## src/rtl/mc_ctrl_pkg.sv

```systemverilog
// rtl/mc_ctrl_pkg.sv - shared encodings for the multi-cycle MIPS control unit
//
// Contents: FSM state encoding, opcode/funct constants, ALUOp codes and the
// packed instruction-class record produced by mc_ctrl_decode.
// Optional feature macro: MEM_TIMEOUT_EN (adds the TOUT state).
package mc_ctrl_pkg;

    typedef enum logic [2:0] {
        ST_FETCH  = 3'd0,
        ST_DECODE = 3'd1,
        ST_EXEC   = 3'd2,
        ST_MEM    = 3'd3,
        ST_WB     = 3'd4
`ifdef MEM_TIMEOUT_EN
        ,
        ST_TOUT   = 3'd5
`endif
    } state_t;

    localparam logic [5:0] OP_RTYPE = 6'b000000;
    localparam logic [5:0] OP_LW    = 6'b100011;
    localparam logic [5:0] OP_SW    = 6'b101011;
    localparam logic [5:0] OP_BEQ   = 6'b000100;
    localparam logic [5:0] OP_BNE   = 6'b000101;
    localparam logic [5:0] OP_J     = 6'b000010;
    localparam logic [5:0] OP_JAL   = 6'b000011;
    localparam logic [2:0] OP_ITYPE_HI = 3'b001;

    localparam logic [5:0] FN_JR   = 6'b001000;
    localparam logic [5:0] FN_SLL  = 6'b000000;
    localparam logic [5:0] FN_SRL  = 6'b000010;
    localparam logic [5:0] FN_SRA  = 6'b000011;
    localparam logic [5:0] FN_SLLV = 6'b000100;
    localparam logic [5:0] FN_SRLV = 6'b000110;
    localparam logic [5:0] FN_SRAV = 6'b000111;

    localparam logic [1:0] ALUOP_MEM = 2'b00;
    localparam logic [1:0] ALUOP_BR  = 2'b01;
    localparam logic [1:0] ALUOP_RI  = 2'b10;

    typedef struct packed {
        logic is_r;
        logic is_i;
        logic lw;
        logic sw;
        logic beq;
        logic bne;
        logic j;
        logic jal;
        logic jr;
        logic sftmd;
    } ctrl_class_t;

    function automatic logic is_shift_funct(input logic [5:0] fn);
        return (fn == FN_SLL) || (fn == FN_SRL) || (fn == FN_SRA) ||
               (fn == FN_SLLV) || (fn == FN_SRLV) || (fn == FN_SRAV);
    endfunction

endpackage

```

## src/rtl/mc_ctrl_decode.sv

```systemverilog
// rtl/mc_ctrl_decode.sv - combinational instruction-class decode
//
// Ports:
//   i_opcode  in  6  instruction[31:26]
//   i_funct   in  6  instruction[5:0]
//   o_cls     out    class flags (R/I/lw/sw/beq/bne/j/jal/jr/shift)
//   o_legal   out 1  opcode is one the controller can sequence
module mc_ctrl_decode
    import mc_ctrl_pkg::*;
(
    input  logic [5:0]  i_opcode,
    input  logic [5:0]  i_funct,
    output ctrl_class_t o_cls,
    output logic        o_legal
);

    logic w_is_r;

    assign w_is_r = (i_opcode == OP_RTYPE);

    always_comb begin
        o_cls       = '0;
        o_cls.is_r  = w_is_r;
        o_cls.is_i  = (i_opcode[5:3] == OP_ITYPE_HI);
        o_cls.lw    = (i_opcode == OP_LW);
        o_cls.sw    = (i_opcode == OP_SW);
        o_cls.beq   = (i_opcode == OP_BEQ);
        o_cls.bne   = (i_opcode == OP_BNE);
        o_cls.j     = (i_opcode == OP_J);
        o_cls.jal   = (i_opcode == OP_JAL);
        o_cls.jr    = w_is_r && (i_funct == FN_JR);
        o_cls.sftmd = w_is_r && is_shift_funct(i_funct);
    end

    assign o_legal = w_is_r | (i_opcode[5:3] == OP_ITYPE_HI) |
                     (i_opcode == OP_LW)  | (i_opcode == OP_SW)  |
                     (i_opcode == OP_BEQ) | (i_opcode == OP_BNE) |
                     (i_opcode == OP_J)   | (i_opcode == OP_JAL);

endmodule

```

## src/rtl/mc_control32.sv

```systemverilog
// rtl/mc_control32.sv - multi-cycle MIPS control FSM (FETCH/DECODE/EXEC/MEM/WB)
//
// Optional feature macro: MEM_TIMEOUT_EN (MEM wait limit + TOUT state).
// Ports:
//   clock, reset                 clock (rising) and synchronous active-high reset
//   Opcode, Function_opcode      instruction fields from IR
//   Alu_resultHigh               ALU result high bits, sampled in EXEC for lw/sw
//   mem_ready                    dmem/IO access completes this cycle (MEM only)
//   IRWrite, PCWrite             IR load and PC commit strobes
//   Jr, Jmp, Jal, Branch, nBranch   instruction-class qualifiers
//   RegDST, ALUSrc, I_format, Sftmd, ALUOp   datapath selects, DECODE..WB
//   RegWrite, MemorIOtoReg       register-file write strobe and WB source
//   MemRead, MemWrite, IORead, IOWrite      access strobes, MEM only
//   illegal                      pulse on unsupported opcode (or MEM timeout)
//   state_o                      current state
module mc_control32
    import mc_ctrl_pkg::*;
#(
    parameter int unsigned ADDR_HIGH_W    = 22,
    parameter logic [ADDR_HIGH_W-1:0] IO_BASE_HIGH = {ADDR_HIGH_W{1'b1}},
    parameter int unsigned TIMEOUT_CYCLES = 255
) (
    input  logic                   clock,
    input  logic                   reset,
    input  logic [5:0]             Opcode,
    input  logic [5:0]             Function_opcode,
    input  logic [ADDR_HIGH_W-1:0] Alu_resultHigh,
    input  logic                   mem_ready,
    output logic                   IRWrite,
    output logic                   PCWrite,
    output logic                   Jr,
    output logic                   Jmp,
    output logic                   Jal,
    output logic                   Branch,
    output logic                   nBranch,
    output logic                   RegDST,
    output logic                   ALUSrc,
    output logic                   I_format,
    output logic                   Sftmd,
    output logic [1:0]             ALUOp,
    output logic                   RegWrite,
    output logic                   MemRead,
    output logic                   MemWrite,
    output logic                   IORead,
    output logic                   IOWrite,
    output logic                   MemorIOtoReg,
    output logic                   illegal,
    output logic [2:0]             state_o
);

    state_t      r_state;
    state_t      w_next;
    ctrl_class_t r_cls;
    ctrl_class_t w_dec;
    ctrl_class_t w_cls;
    logic        w_legal;
    logic        r_io_sel;
    logic        w_hold;

    mc_ctrl_decode u_decode (
        .i_opcode (Opcode),
        .i_funct  (Function_opcode),
        .o_cls    (w_dec),
        .o_legal  (w_legal)
    );

`ifdef MEM_TIMEOUT_EN
    localparam int CNT_W = ($clog2(TIMEOUT_CYCLES + 1) > 8) ? $clog2(TIMEOUT_CYCLES + 1) : 8;
    logic [CNT_W-1:0] r_mem_cnt;
    logic             w_tout;

    // Counter holds 0 on the first MEM cycle, so the limit-th MEM cycle
    // sees TIMEOUT_CYCLES-1.
    assign w_tout = (r_mem_cnt == CNT_W'(TIMEOUT_CYCLES - 1));

    always_ff @(posedge clock) begin
        if (reset || (r_state != ST_MEM)) begin
            r_mem_cnt <= '0;
        end else begin
            r_mem_cnt <= r_mem_cnt + 1'b1;
        end
    end
`else
    localparam int unsigned unused_timeout_cycles = TIMEOUT_CYCLES;
`endif

    always_ff @(posedge clock) begin
        if (reset) begin
            r_state  <= ST_FETCH;
            r_cls    <= '0;
            r_io_sel <= 1'b0;
        end else begin
            r_state <= w_next;
            if (r_state == ST_DECODE) begin
                r_cls <= w_dec;
            end
            if ((r_state == ST_EXEC) && (r_cls.lw || r_cls.sw)) begin
                r_io_sel <= (Alu_resultHigh == IO_BASE_HIGH);
            end
        end
    end

    // During DECODE the class register is still being loaded, so the
    // selects come straight from the decoder for that one cycle.
    assign w_cls  = (r_state == ST_DECODE) ? w_dec : r_cls;
    assign w_hold = (r_state == ST_DECODE) || (r_state == ST_EXEC) ||
                    (r_state == ST_MEM)    || (r_state == ST_WB);

    assign Jr       = w_hold & w_cls.jr;
    assign Jmp      = w_hold & w_cls.j;
    assign Jal      = w_hold & w_cls.jal;
    assign Branch   = w_hold & w_cls.beq;
    assign nBranch  = w_hold & w_cls.bne;
    assign RegDST   = w_hold & w_cls.is_r;
    assign ALUSrc   = w_hold & (w_cls.is_i | w_cls.lw | w_cls.sw);
    assign I_format = w_hold & w_cls.is_i;
    assign Sftmd    = w_hold & w_cls.sftmd;
    assign ALUOp    = !w_hold                    ? ALUOP_MEM :
                      (w_cls.is_r | w_cls.is_i)  ? ALUOP_RI  :
                      (w_cls.beq | w_cls.bne)    ? ALUOP_BR  : ALUOP_MEM;
    assign state_o  = r_state;

    always_comb begin
        w_next       = r_state;
        IRWrite      = 1'b0;
        PCWrite      = 1'b0;
        RegWrite     = 1'b0;
        MemRead      = 1'b0;
        MemWrite     = 1'b0;
        IORead       = 1'b0;
        IOWrite      = 1'b0;
        MemorIOtoReg = 1'b0;
        illegal      = 1'b0;
        unique case (r_state)
            ST_FETCH: begin
                // Reset parks the FSM in FETCH; keep IR untouched while held.
                IRWrite = !reset;
                w_next  = ST_DECODE;
            end
            ST_DECODE: begin
                if (!w_legal) begin
                    illegal = 1'b1;
                    PCWrite = 1'b1;
                    w_next  = ST_FETCH;
                end else begin
                    w_next  = ST_EXEC;
                end
            end
            ST_EXEC: begin
                if (r_cls.lw || r_cls.sw) begin
                    w_next = ST_MEM;
                end else if (r_cls.jal) begin
                    PCWrite  = 1'b1;
                    RegWrite = 1'b1;
                    w_next   = ST_FETCH;
                end else if (r_cls.beq || r_cls.bne || r_cls.j || r_cls.jr) begin
                    PCWrite = 1'b1;
                    w_next  = ST_FETCH;
                end else begin
                    w_next = ST_WB;
                end
            end
            ST_MEM: begin
                MemRead  = r_cls.lw & !r_io_sel;
                IORead   = r_cls.lw &  r_io_sel;
                MemWrite = r_cls.sw & !r_io_sel;
                IOWrite  = r_cls.sw &  r_io_sel;
                if (mem_ready) begin
                    if (r_cls.sw) begin
                        PCWrite = 1'b1;
                        w_next  = ST_FETCH;
                    end else begin
                        w_next  = ST_WB;
                    end
                end
`ifdef MEM_TIMEOUT_EN
                else if (w_tout) begin
                    w_next = ST_TOUT;
                end
`endif
            end
            ST_WB: begin
                RegWrite     = 1'b1;
                PCWrite      = 1'b1;
                MemorIOtoReg = r_cls.lw;
                w_next       = ST_FETCH;
            end
`ifdef MEM_TIMEOUT_EN
            ST_TOUT: begin
                illegal = 1'b1;
                PCWrite = 1'b1;
                w_next  = ST_FETCH;
            end
`endif
            default: begin
                w_next = ST_FETCH;
            end
        endcase
    end

endmodule
```

## config.mk

```make
export PLATFORM = sky130hd
export DESIGN_NAME = mc_control32
export DESIGN_NICKNAME = d
export VERILOG_FILES = /design/src/rtl/mc_ctrl_pkg.sv /design/src/rtl/mc_ctrl_decode.sv /design/src/rtl/mc_control32.sv
export SDC_FILE = /design/constraint.sdc
export NUM_CORES = 1
export LEC_CHECK = 0
export ABC_AREA = 1
export BUFFER_PORTS_ARGS = -buffer_cell sky130_fd_sc_hd__buf_4
export CAP_MARGIN = 10
export CORE_ASPECT_RATIO = 0.8
export CORE_MARGIN = 5
export CORE_UTILIZATION = 44
export CTS_BUF_LIST = sky130_fd_sc_hd__clkbuf_4 sky130_fd_sc_hd__clkbuf_8
export CTS_CLUSTER_SIZE = 28
export DETAILED_ROUTE_END_ITERATION = 12
export PLACE_DENSITY = 0.86
export SYNTH_ARGS = -nofsm -noshare
export SYNTH_HDL_FRONTEND = slang
export SYNTH_SLANG_ARGS = --single-unit
```

## constraint.sdc

```tcl
create_clock -name clock -period 1.6 [get_ports clock]
set_input_delay 0.16 -clock clock [delete_from_list [all_inputs] [get_ports clock]]
set_output_delay 0.16 -clock clock [all_outputs]
set_load 0.1 [all_outputs]
```

==> summary.md, run 1 <==
| Metric | Value |
|---|---|
| Run status | aborted with a tool error |
| Stopping stage | 4_1_cts |
| Log Error | [ERROR DPL-0033] detailed placement checks failed during check placement. |
| Postcts setup bufs | 7 |
| Netlist cell types | 21 |
| CTS sink count | 14 |
| Longest Clk Path Bufs | 2 |
| Async SR Flop Fraction | 0% |
| Root Driver | clkbuf_4 |
| H-tree Lvls | 1 |
| Main flop type after synthesis | dfxtp_1 |
| RD Place Congestion | 0.949 |
| Main combinational cell family by area after synthesis | simple AND/OR/NAND/NOR gates |
| Pre-CTS setup slack | -2.85 ps |
| Synthesis-stage register bit count | 14 |
| Synth Area in Simple Gates | 49.0% |
| Post-synthesis mux area share | 0% |
| Mapped Cells | 170 |
| Syn Area/Cell | 5.73 um2 |
| Adder-cell area share of the yosys netlist | 0% |
| Syn. warnings | 0 |
| Die width | 62.6 um |
| Post-synth EDFFs | 0 |
| Post-synthesis net count | 207 |
| Yosys top cell area share | 28.8% |
| PortBufs | 59 |
| Ports | 60 |
| Count leader, synth | nand2_1 |
| HPWL after DPL | 2710 um |
| List of most frequent post-synthesis cells | 46 x nand2_1, 37 x nor2_1, 21 x inv_1 |
| Cells after DPL | 264 |
| Dominant cells by area after synthesis | dfxtp_1 29%, nand2_1 18%, nor2_1 14%, inv_1 8.1%, a21oi_1 6.7% |
| Num rows | 15 |
| Mapped Area | 973 um2 |
| Synth Area in Compound Gates | 12.2% |
| CTS buffer count | 3 |
| Initial Util | 45.5% |
| Die Ht | 52.1 um |
| Hold bufs inserted after CTS | 0 |
| Top cell type by total area after synthesis | dfxtp_1 |
| XOR/XNOR share of the synthesized area | 0% |
| Resized Gates After CTS | 75 |
| Part of the Yosys area used for sequential elements | 28.8% |
-- per-stage QoR --
step                setup TNS, ps  instance area, um2  hold slack (ps)
floorplan                   -4290                1160              229
global placement                0                1710              465
detailed placement          -2.85                1710              473
-- cells by family after synthesis --
family,Yosys count
and+or+nand+nor,110
DFF,14
AOI/OAI and AO/OA,22
buffers and inverters,24
==> run 2, diff against run 1 <==
--- a/config.mk
+++ b/config.mk
@@ -8,13 +8,10 @@
 export ABC_AREA = 1
 export BUFFER_PORTS_ARGS = -buffer_cell sky130_fd_sc_hd__buf_4
 export CAP_MARGIN = 10
-export CORE_ASPECT_RATIO = 0.8
-export CORE_MARGIN = 5
-export CORE_UTILIZATION = 44
-export CTS_BUF_LIST = sky130_fd_sc_hd__clkbuf_4 sky130_fd_sc_hd__clkbuf_8
-export CTS_CLUSTER_SIZE = 28
+export CORE_AREA = 5 5 66 68
 export DETAILED_ROUTE_END_ITERATION = 12
-export PLACE_DENSITY = 0.86
+export DIE_AREA = 0 0 71 73
+export PLACE_DENSITY_LB_ADDON = 0.15
 export SYNTH_ARGS = -nofsm -noshare
 export SYNTH_HDL_FRONTEND = slang
 export SYNTH_SLANG_ARGS = --single-unit
==> run 2 against run 1 <==
Compared with the run above: the flow now finishes, with violations (negative setup slack); area after synthesis is the same; synthesized cell count unchanged.
==> summary.md, run 2 <==
| Metric | Value |
|---|---|
| Mean routed wirelength per cell | 11.9 um |
| Non-Filler Instances | 306 |
| VDD IR max | 0.000301 V |
| End of the worst hold path | r_cls[6] |
| Period utilization | 111% |
| Post-synthesis net count | 207 (unchanged) |
| Adder-cell area share of the yosys netlist | 0% (unchanged) |
| Initial antenna violation count | 0 |
| Final Instance Area | 0.00227 mm2 |
| LEAKAGE | 1.03 nW |
| CP top delay family | buffers and inverters |
| Final worst setup slack | -177 ps |
| CP Capture Type | output port |
| CTS sink count | 14 (unchanged) |
| Yosys top cell area share | 28.8% (unchanged) |
| Max-Cap Viols | 0 |
| Num rows | 23 (+8) |
| Post-layout util | 59.8% |
| Violated checks | negative setup slack |
| Synth Area in Compound Gates | 12.2% (unchanged) |
| Main flop type after synthesis | dfxtp_1 |
| Ports | 60 (unchanged) |
| Hold Path Depth | 2 |
| Worst clock skew | 1.32 ps |
| Via count | 1,377 |
| Clock latency on the worst-skew pair | 250 ps |
| Mapped Cells | 170 (unchanged) |
| Top cell type by total area after synthesis | dfxtp_1 |
| Crit-path most repeated cell | inv_2 |
| Number of flip-flops in the largest register | 10 |
| Part of the Yosys area used for sequential elements | 28.8% (unchanged) |
| Run status | finished with violations |
| First-pass GRT wire length | 6090 um |
| Syn Area/Cell | 5.73 um2 (unchanged) |
| Min-delay src | reset |
| H-tree Lvls | 1 (unchanged) |
| CTS tree | yes |
| Post-synth EDFFs | 0 (unchanged) |
| Netlist cell types | 21 (unchanged) |
| Vias per std cell | 4.50 |
| Routed Antenna Nets | 0 |
| List of most frequent post-synthesis cells | 46 x nand2_1, 37 x nor2_1, 21 x inv_1 |
| Placed cell area | 0.00178 mm2 (+3.9%) |
| Worst-Margin Slew | 344 ps |
| XOR/XNOR share of the synthesized area | 0% (unchanged) |
| HPWL after DPL | 2620 um (-3.4%) |
| Slew Viols, Final | 0 |
| # diodes | 0 |
| Initial Util | 25.6% (-20 points) |
| Fillcell total | 356 |
| Die area | 0.00518 mm2 |
| Hold Fails Final Rpt | 0 |
| PortBufs | 59 (unchanged) |
| Crit path kind | reg -> out |
| Startpoint class of the critical path | flip-flop |
| Largest net degree at the start of global routing | 15 |
| # DRC | 0 |
| R2R depth | 8 |
| WP data arrival | 1620 ps |
| Async SR Flop Fraction | 0% (unchanged) |
| Largest Register | r_cls |
| Worst-path fanout max | 6 |
| CTS buffer count | 3 (unchanged) |
| Starting DRT DRC Count | 57 |
| Die width | 71 um (+13%) |
| CP max-delay cell | dfxtp_4 |
| Final setup fails | 11 |
| Count leader, synth | nand2_1 |
| PD cells | 612 mW/mm2 |
| Die Ht | 73 um (+40%) |
| Hold Slack | 231 ps |
| Commonest non-fill, non-tap cells in the layout | 61 x buf_4, 33 x nand2_1, 26 x nor2_1 |
| Main combinational cell family by area after synthesis | simple AND/OR/NAND/NOR gates |
| Root Driver | clkbuf_8 |
| Fin nets | 294 |
| RD Place Congestion | 0.773 (-19%) |
| Reg2Reg Setup Slack | 200 ps |
| Number of global-route vias before repair | 1,452 |
| Buf/Inv on CP | 3 |
| Most common cell after layout, fill and taps aside | buf_4 |
| Core area | 0.00380 mm2 |
| Cells after DPL | 292 (+11%) |
| Post-synthesis mux area share | 0% (unchanged) |
| P&R area growth vs syn | 133% |
| Mapped Area | 973 um2 (unchanged) |
| Tot Pwr | 1.39 mW |
| Worst-path clk slew | 60 ps |
| Total GRT Usage | 14.5% |
| Longest Clk Path Bufs | 2 (unchanged) |
| Grt ovf | 0 |
| Router iterations before antenna repair | 4 |
| Dominant cells by area after synthesis | dfxtp_1 29%, nand2_1 18%, nor2_1 14%, inv_1 8.1%, a21oi_1 6.7% |
| Critical R2R Launch | state_o[2] |
| Worst rel slew slack | 77.1% |
| Worst path max stage delay | 380 ps |
| WL final | 3640 um |
| RSZ-0062 raised after global routing | true |
| Worst endpoint required time | 1440 ps |
| Final min period | 1780 ps |
| Highest clock rate | 0.563 GHz |
| Worst path cell trace | nor2_2 -> nand2_2 -> inv_2 -> nor2_4 -> inv_2 -> nand2_4 -> a21oi_4 -> buf_12 |
| Synth Area in Simple Gates | 49.0% (unchanged) |
| Hold bufs inserted after CTS | 0 (unchanged) |
| Reg-to-reg endpoint | r_io_sel |
| Syn. warnings | 0 (unchanged) |
| Synthesis-stage register bit count | 14 (unchanged) |
| Share of layout cells above drive strength 1 | 56.3% |
| Type of the tightest min-delay check | in -> reg |
## run 2: cell counts after synthesis
Identical to the previous run, type by type.
## run 2: kinds of logic after synthesis
group	Yosys count
flops	14
simple gates	110
compound gates	22
buf+inv	24
## run 2: what timing repair did
item | CTS | global route
buffers inserted | 6 | 4
cloned | 0 | 0
resized for setup | 82 | 9
setup endpoints to repair | 18 | 18
pin swaps | 14 | 8
## run 2: routing by layer
metal / vias up / part of all wire, % / global-route usage [%]
met5: - / 0 / 0
met4: 0 / 1.8 / 6.47
met1: 612 / 40 / 16.0
li1: 709 / - / -
met2: 52 / 51 / 26.4
met3: 4 / 7.0 / 3.44
## run 2: where the power goes
| part | internal, mW | switching, mW | total [mW] |
|---|---|---|---|
| registers | 0.357 | 0.0141 | 0.372 |
| clock network | 0.218 | 0.137 | 0.355 |
| logic | 0.263 | 0.401 | 0.664 |
## run 2: metrics by stage
stage / setup TNS [ps] / setup slack [ps]
global route: -2020 / -250
global placement: 0 / 0.964
detailed placement: 0 / 1.85
floorplan: -4290 / -463
CTS: -1260 / -154
finish: -1110 / -177
## run 2: how the worst max path moves through the flow
stage	start	endpoint	slack, ps	cells after the start
detailed placement	state_o[1]	ALUOp[0]	2	8
global route	state_o[0]	ALUOp[0]	-250	8
CTS	state_o[1]	ALUOp[0]	-150	8
floorplan	state_o[1]	ALUOp[1]	-460	8
global placement	state_o[1]	ALUSrc	1	10
finish	state_o[0]	ALUOp[0]	-180	8
## run 2: layout make-up
type                       count  area [um2]  share of cell area [%]
multi-input combinational    132         891                    39.2
timing repair buffer          84         875                    38.5
sequential                    14         292                    12.8
inverter                      22        97.6                    4.30
tap                           50        62.6                    2.75
clock buffer                   4        55.1                    2.42
Power figures use the tool's default switching activity.
